File: src/rtl/vip_yuv422_444.sv
// ============================================================================
// Module   : vip_yuv422_444
// Purpose  : YUV 4:2:2 (interleaved U/V) to 4:4:4 upsampler for the video path.
//            Optional macro VIP_CHROMA_INTERP_EN averages odd-pixel chroma.
// Revision : 1.0 - initial release
// ============================================================================
`default_nettype none

module vip_yuv422_444 #(
  parameter int BITS   = 8,
  parameter int WIDTH  = 1280,
  parameter int HEIGHT = 960
) (
  input  logic            pclk,
  input  logic            rst_n,
  input  logic            in_href,
  input  logic            in_vsync,
  input  logic [BITS-1:0] in_y,
  input  logic [BITS-1:0] in_c,
  output logic            out_href,
  output logic            out_vsync,
  output logic [BITS-1:0] out_y,
  output logic [BITS-1:0] out_u,
  output logic [BITS-1:0] out_v
);

  localparam int              c_IDX_W = (WIDTH > 2) ? $clog2(WIDTH) : 1;
  localparam logic [BITS-1:0] c_HALF  = {1'b1, {(BITS-1){1'b0}}};

  // HEIGHT only describes the frame; odd WIDTH/empty frames are not meaningful
  if (((WIDTH % 2) != 0) || (HEIGHT < 1)) begin : g_param_guard
  end

  // A run already in progress when reset releases is ignored until href drops
  logic               r_armed;
  logic               w_href;
  logic [c_IDX_W-1:0] w_idx;

  logic               r_s1_href;
  logic               r_s1_vsync;
  logic [c_IDX_W-1:0] r_s1_idx;
  logic [BITS-1:0]    r_s1_y;
  logic [BITS-1:0]    r_s1_c;

  assign w_href = in_href & r_armed;
  assign w_idx  = r_s1_href ? (r_s1_idx + c_IDX_W'(1)) : '0;

  always_ff @(posedge pclk or negedge rst_n) begin
    if (!rst_n) begin
      r_armed    <= 1'b0;
      r_s1_href  <= 1'b0;
      r_s1_vsync <= 1'b0;
      r_s1_idx   <= '0;
      r_s1_y     <= '0;
      r_s1_c     <= '0;
    end else begin
      r_armed    <= r_armed | ~in_href;
      r_s1_href  <= w_href;
      r_s1_vsync <= in_vsync;
      r_s1_idx   <= w_href ? w_idx : '0;
      r_s1_y     <= in_y;
      r_s1_c     <= in_c;
    end
  end

`ifdef VIP_CHROMA_INTERP_EN
  logic            r_s2_href;
  logic            r_s2_vsync;
  logic            r_s2_odd;
  logic [BITS-1:0] r_s2_y;
  logic [BITS-1:0] r_s2_c;
  logic            r_s3_href;
  logic            r_s3_vsync;
  logic [BITS-1:0] r_s3_y;
  logic [BITS-1:0] r_s3_u;
  logic [BITS-1:0] r_s3_v;
  logic            w_pair_next;
  logic [BITS-1:0] w_u_avg;
  logic [BITS-1:0] w_v_avg;

  // With an odd pixel in stage 2: stage 3 holds its even partner, stage 1 and
  // the live input hold the following pair (if the line continues that far).
  assign w_pair_next = r_s1_href & w_href;
  assign w_u_avg = BITS'(((BITS+1)'(r_s3_u) + (BITS+1)'(r_s1_c) + (BITS+1)'(1)) >> 1);
  assign w_v_avg = BITS'(((BITS+1)'(r_s2_c) + (BITS+1)'(in_c) + (BITS+1)'(1)) >> 1);

  always_ff @(posedge pclk or negedge rst_n) begin
    if (!rst_n) begin
      r_s2_href  <= 1'b0;
      r_s2_vsync <= 1'b0;
      r_s2_odd   <= 1'b0;
      r_s2_y     <= '0;
      r_s2_c     <= '0;
      r_s3_href  <= 1'b0;
      r_s3_vsync <= 1'b0;
      r_s3_y     <= '0;
      r_s3_u     <= '0;
      r_s3_v     <= '0;
      out_href   <= 1'b0;
      out_vsync  <= 1'b0;
      out_y      <= '0;
      out_u      <= '0;
      out_v      <= '0;
    end else begin
      r_s2_href  <= r_s1_href;
      r_s2_vsync <= r_s1_vsync;
      r_s2_odd   <= r_s1_idx[0];
      r_s2_y     <= r_s1_y;
      r_s2_c     <= r_s1_c;
      r_s3_href  <= r_s2_href;
      r_s3_vsync <= r_s2_vsync;
      r_s3_y     <= r_s2_y;
      if (r_s2_odd) begin
        r_s3_u <= w_pair_next ? w_u_avg : r_s3_u;
        r_s3_v <= w_pair_next ? w_v_avg : r_s2_c;
      end else begin
        r_s3_u <= r_s2_c;
        r_s3_v <= r_s1_href ? r_s1_c : c_HALF;
      end
      out_href  <= r_s3_href;
      out_vsync <= r_s3_vsync;
      out_y     <= r_s3_href ? r_s3_y : '0;
      out_u     <= r_s3_href ? r_s3_u : '0;
      out_v     <= r_s3_href ? r_s3_v : '0;
    end
  end
`else
  logic [BITS-1:0] w_v_next;

  // V for an even pixel comes from the next input; none means unpaired pixel
  assign w_v_next = w_href ? in_c : c_HALF;

  always_ff @(posedge pclk or negedge rst_n) begin
    if (!rst_n) begin
      out_href  <= 1'b0;
      out_vsync <= 1'b0;
      out_y     <= '0;
      out_u     <= '0;
      out_v     <= '0;
    end else begin
      out_href  <= r_s1_href;
      out_vsync <= r_s1_vsync;
      if (r_s1_href) begin
        out_y <= r_s1_y;
        // An odd pixel follows its even partner, whose U is still on out_u
        if (r_s1_idx[0]) begin
          out_u <= out_u;
          out_v <= r_s1_c;
        end else begin
          out_u <= r_s1_c;
          out_v <= w_v_next;
        end
      end else begin
        out_y <= '0;
        out_u <= '0;
        out_v <= '0;
      end
    end
  end
`endif

endmodule

`default_nettype wire

File: config.mk
export PLATFORM = sky130hd
export DESIGN_NAME = vip_yuv422_444
export DESIGN_NICKNAME = d
export VERILOG_FILES = /design/src/rtl/vip_yuv422_444.sv
export SDC_FILE = /design/constraint.sdc
export NUM_CORES = 1
export LEC_CHECK = 0
export ABC_AREA = 1
export BUFFER_PORTS_ARGS = -buffer_cell sky130_fd_sc_hd__buf_2
export CAP_MARGIN = 25
export CORE_MARGIN = 2
export CORE_UTILIZATION = 45
export DETAILED_ROUTE_END_ITERATION = 6
export HOLD_SLACK_MARGIN = 0.08
export MAX_ROUTING_LAYER = met4
export PLACE_DENSITY = 0.72
export SYNTH_ARGS = -nofsm -noshare
export SYNTH_HDL_FRONTEND = slang
export SYNTH_SLANG_ARGS = --single-unit
File: constraint.sdc
create_clock -name pclk -period 1.3 [get_ports pclk]
set_input_delay 0.195 -clock pclk [delete_from_list [all_inputs] [get_ports pclk]]
set_output_delay 0.195 -clock pclk [all_outputs]
set_load 0.01 [all_outputs]
# After elaboration in Yosys (flattened, before gate mapping)
# Index checks and enable logic that the tools add are counted.
# W data, S select, Z words.
[word_totals] ff_bits=56 input_bits=20
[op_classes] n_addsub=1 eq_ne=1 muxes=8 bitwise=3
[op_table] operator="$mux W8" n=6
[op_table] operator="$mux W11" n=2
[op_table] operator="$add A11 B1 Y11 const B" n=1
[op_table] operator="$ne A2 B2 Y1 const B" n=1
[op_table] operator="$and A1 B1 Y1" n=1
[op_table] operator="$not A1 Y1" n=1
[op_table] operator="$or A1 B1 Y1" n=1

# Depth between registers and ports, before layout
[depth] ltp_word=4 mapped_depth=6 mapped_depth_nobuf=4

# Worst setup path before layout
# No wires, ideal clock.
[synth_timing] path_kind="register -> register" startpoint="reg r_s1_href" endpoint="reg out_v[7]" setup_ps=123 arrival_ps=859 setup_slack_ps=318 stages_incl_launch_ff=7 path_buffers=2 cell_sequence="dfrtp_1 buf_6 nand2_1 inv_2 buf_4 nand2_1 nand2_1"
[synth_via] elab_chain_cells=1
[synth_rtl] item="start, declared" line_no="39" rtl="logic r_s1_href;"
[synth_rtl] item="start signal, assigned" line_no="58" rtl="r_s1_href <= w_href;"
[synth_rtl] item="$mux W8" line_no="143" rtl="if (r_s1_href) begin"
[synth_rtl] item="end signal, assigned" line_no="148" rtl="out_v <= r_s1_c;"
[synth_rtl] item="end signal, assigned" line_no="151" rtl="out_v <= w_v_next;"
[synth_rtl] item="end, declared" line_no="24" rtl="output logic [BITS-1:0] out_v"
# No other way between the ends.
# A chain may end at the register's enable or synchronous reset.

# Worst setup path in the final report
[layout_timing] startpoint="in in_href" endpoint="reg out_v[2]"
[layout_via] elab_chain_cells=4
[layout_rtl] item="start, declared" line_no="16" rtl="input logic in_href,"
[layout_rtl] item="$and A1 B1 Y1" line_no="45" rtl="assign w_href = in_href & r_armed;"
[layout_rtl] item="net w_href" line_no="36" rtl="logic w_href;"
[layout_rtl] item="$mux W8" line_no="131" rtl="assign w_v_next = w_href ? in_c : c_HALF;"
[layout_rtl] item="$mux W8" line_no="146" rtl="if (r_s1_idx[0]) begin"
[layout_rtl] item="$mux W8" line_no="143"
# The timed path passes the listed nets, and every way through them passes these cells.

==> qor.txt <==
ANT nets after route = 0
Clock skew = 0.00694 ns
Vias per cell = 4.39
Synthesized area = 0.00147 mm2
Global-route wire length before repair = 4280 um
Placed Cells = 210
Latest clock arrival within the worst-skew pair = 0.34 ns
Overall Power = 2.46 mW
Top cell family by delay on the critical path = buffers and inverters
Leak = 1.14 nW
CP max stage delay = 0.52 ns
Buffers added on ports = 45
Vias = 1,040
Drt pass-1 iters = 5
Post-CTS setup buffers = 0
Synth top area share = 78.1%
Post-synthesis mux area share = 0%
MaxCap Viol Count = 0
Worst-path cell chain = dlygate4sd3_1, buf_2, nand2_1, clkinv_1, nand3_1, nand2_1
Detailed Place HPWL = 1750 um
Hold WS = 0.353 ns
CTS tree = yes
Min Clock Period, post-route = 1.18 ns
Post-Synth Adder-Cell Area = 0%
Largest net degree at the start of global routing = 28
Synth Flop Type = dfrtp_1
Post-synth top cells = nand2_1, dfrtp_1, inv_1, nand3_1
# resized after CTS = 0
Peak Freq = 848 MHz
Critical path startpoint category = input port
Area Growth Syn to Fin = 35.8%
GRT Total Usage = 16.9%
Worst Hold Class = in2async
Register area share after synthesis = 78.1%
Filler cell count = 243
DR top layer = met4
Synth cell types = 11
Slowest-stage cell, CP = dlygate4sd3_1
H-tree depth = 2
Syn_nets = 142
CP max FO = 8
Mean Syn Cell Area = 12.1 um2
Largest area contributor in the netlist = dfrtp_1
Pins over their slew limit = 0
Die Area = 0.00375 mm2
CP required = 1.54 ns
Post-Route Setup TNS = 0 ns
Final Cycle Share = 90.7%
Die X = 61.2 um
Outcome = finished, final reports clean
Synth warnings = 0
Worst r2r dst = out_v[2]$_DFF_PN0_
RSZ-0062 raised after global routing = false
Final hold violation count = 0
Metal-1 WL = 1080 um
Routed WL = 2760 um
Most frequent cell after synthesis = nand2_1
Fin util = 65.0%
Largest family of logic cells by synthesized area = simple AND/OR/NAND/NOR gates
Residual DRC = 0
DRT iter0 DRCs = 17
Power density over cell area = 1230 mW/mm2
Global placement routability congestion = 0.695
Reg2Reg Setup Slack = 0.20 ns
Post-Synth XOR/XNOR Area = 0%
Clk sinks = 46
Post-Layout Cell Count = 237
Bufs on Longest Clock Path = 2
Critical path class = in2reg
Vias in the first global route = 994
DR WL met3 = 103 um
Die height = 61.2 um
Crit end category = flop
Slew HR = 68.8%
Core ar. = 0.00308 mm2
Clk pin slew, worst setup/hold paths = 0.12 ns
Setup crit end = out_v[2]$_DFF_PN0_
Initial antenna violation count = 0
Worst setup startpoint = in_href
Final net count = 212
I/O Pins = 46
Worst vdd ir = 0.935 mV
Cells after Synth = 122
CP most frequent cell = nand2_1
RR Startpoint = r_armed$_DFF_PN0_
CTS Root Buffer Type = clkbuf_4
Largest cells by area after synthesis = dfrtp_1, nand2_1, nand3_1
Number of flops mapped to enable cells by yosys = 0
Async S/R FF share, synth = 100%
Post-CTS Hold Buffers = 19
Final setup violation count = 0
Detail Route met2 WL = 1480 um
Synthesis-stage register bit count = 46
CTS buffer count = 5
Post-synthesis simple-gate area fraction = 16.5%
Synth Area in Compound Gates = 0.340%
Crit path depth = 6
Drt wl/cell = 11.6 um
GR Overflow Total = 0
Buffers and inverters on the worst path = 3
Rows = 20
Share of layout cells above drive strength 1 = 29.5%
FF-to-FF path depth = 4
Least-Margin Pin Slew = 0.468 ns
ANT cells = 0
Initial core utilization = 47.9%
Critical Path AT = 1.42 ns
stage by stage:
stage | worst slack [ns] | instance area [um2]
2_1_floorplan | 0.318 | 1470
6_report | 0.121 | 2000
3_5_place_dp | 0.215 | 1750
3_3_place_gp | 0.280 | 1750
4_1_cts | 0.111 | 2000
5_1_grt | 0.0439 | 2000
worst min-delay path by stage:
stage                     depth (start not counted)  slack (ns)                  end  startpoint
after global placement                            1        0.15  r_s1_y[2]$_DFF_PN0_       rst_n
after global routing                              2        0.37  r_s1_y[6]$_DFF_PN0_       rst_n
after detailed placement                          1        0.17  r_s1_y[2]$_DFF_PN0_       rst_n
after CTS                                         2        0.32  r_s1_y[6]$_DFF_PN0_       rst_n
final                                             2        0.35   out_y[7]$_DFF_PN0_       rst_n
after floorplan                                   0       -0.10   out_href$_DFF_PN0_       rst_n
placed cells by master (no fill, tap or decap):
cell type      synthesis  routed
clkbuf_1               0       1
clkinv_2               0       1
nand2_1               51      51
dlygate4sd3_1          0      19
clkinv_1               1       1
clkbuf_4               0       5
buf_4                  1       1
nand3_1                7       7
nor2_4                 1       1
o21ai_0                1       1
inv_1                  9       9
nor3_1                 1       1
dfrtp_1               46      46
buf_12                 0       1
clkbuf_8               0       1
buf_2                  0      45
inv_2                  2       2
layer usage:
layer	GRT usage, %	vias up
li1	-	501
met1	19.6	500
met2	26.6	30
met3	3.15	9
met4	11.5	0
met5	-	-
state kept, by name (all words and copies together) (netlist names), 8 cells and up:
register and cells:
out_v 8, r_s1_c 8, r_s1_y 8, out_y 8
out_u 8
report_power, final:
part | switching (mW) | internal [mW] | leakage, nW | total [mW]
Clock | 0.407 | 0.263 | 0.0353 | 0.670
Combinational | 0.134 | 0.117 | 0.537 | 0.251
Sequential | 0.0287 | 1.51 | 0.568 | 1.53
Total | 0.570 | 1.89 | 1.14 | 2.46
layout make-up:
type | count | area [um2] | area share (%)
sequential | 46 | 1150 | 57.5
clock buffer | 7 | 55.1 | 2.75
inverter | 12 | 45.0 | 2.25
tap | 44 | 55.1 | 2.75
timing repair buffer | 66 | 443 | 22.1
clock inverter | 1 | 5.00 | 0.250
multi-input combinational | 61 | 248 | 12.4
worst reg2reg max path: stages (launching register included):
cell and delay (ns):
dfrtp_1 0.41, nand2_1 0.11, clkinv_1 0.24, nand3_1 0.17, nand2_1 0.07
cells by family (layout without fill, tap and decap cells):
logic type             after synthesis  after routing
buffers and inverters               15             86
AO/OA/AOI/OAI                        1              1
flip-flops                          46             46
AND/OR/NAND/NOR                     60             60
No activity file was read; power rests on OpenSTA's default activity.
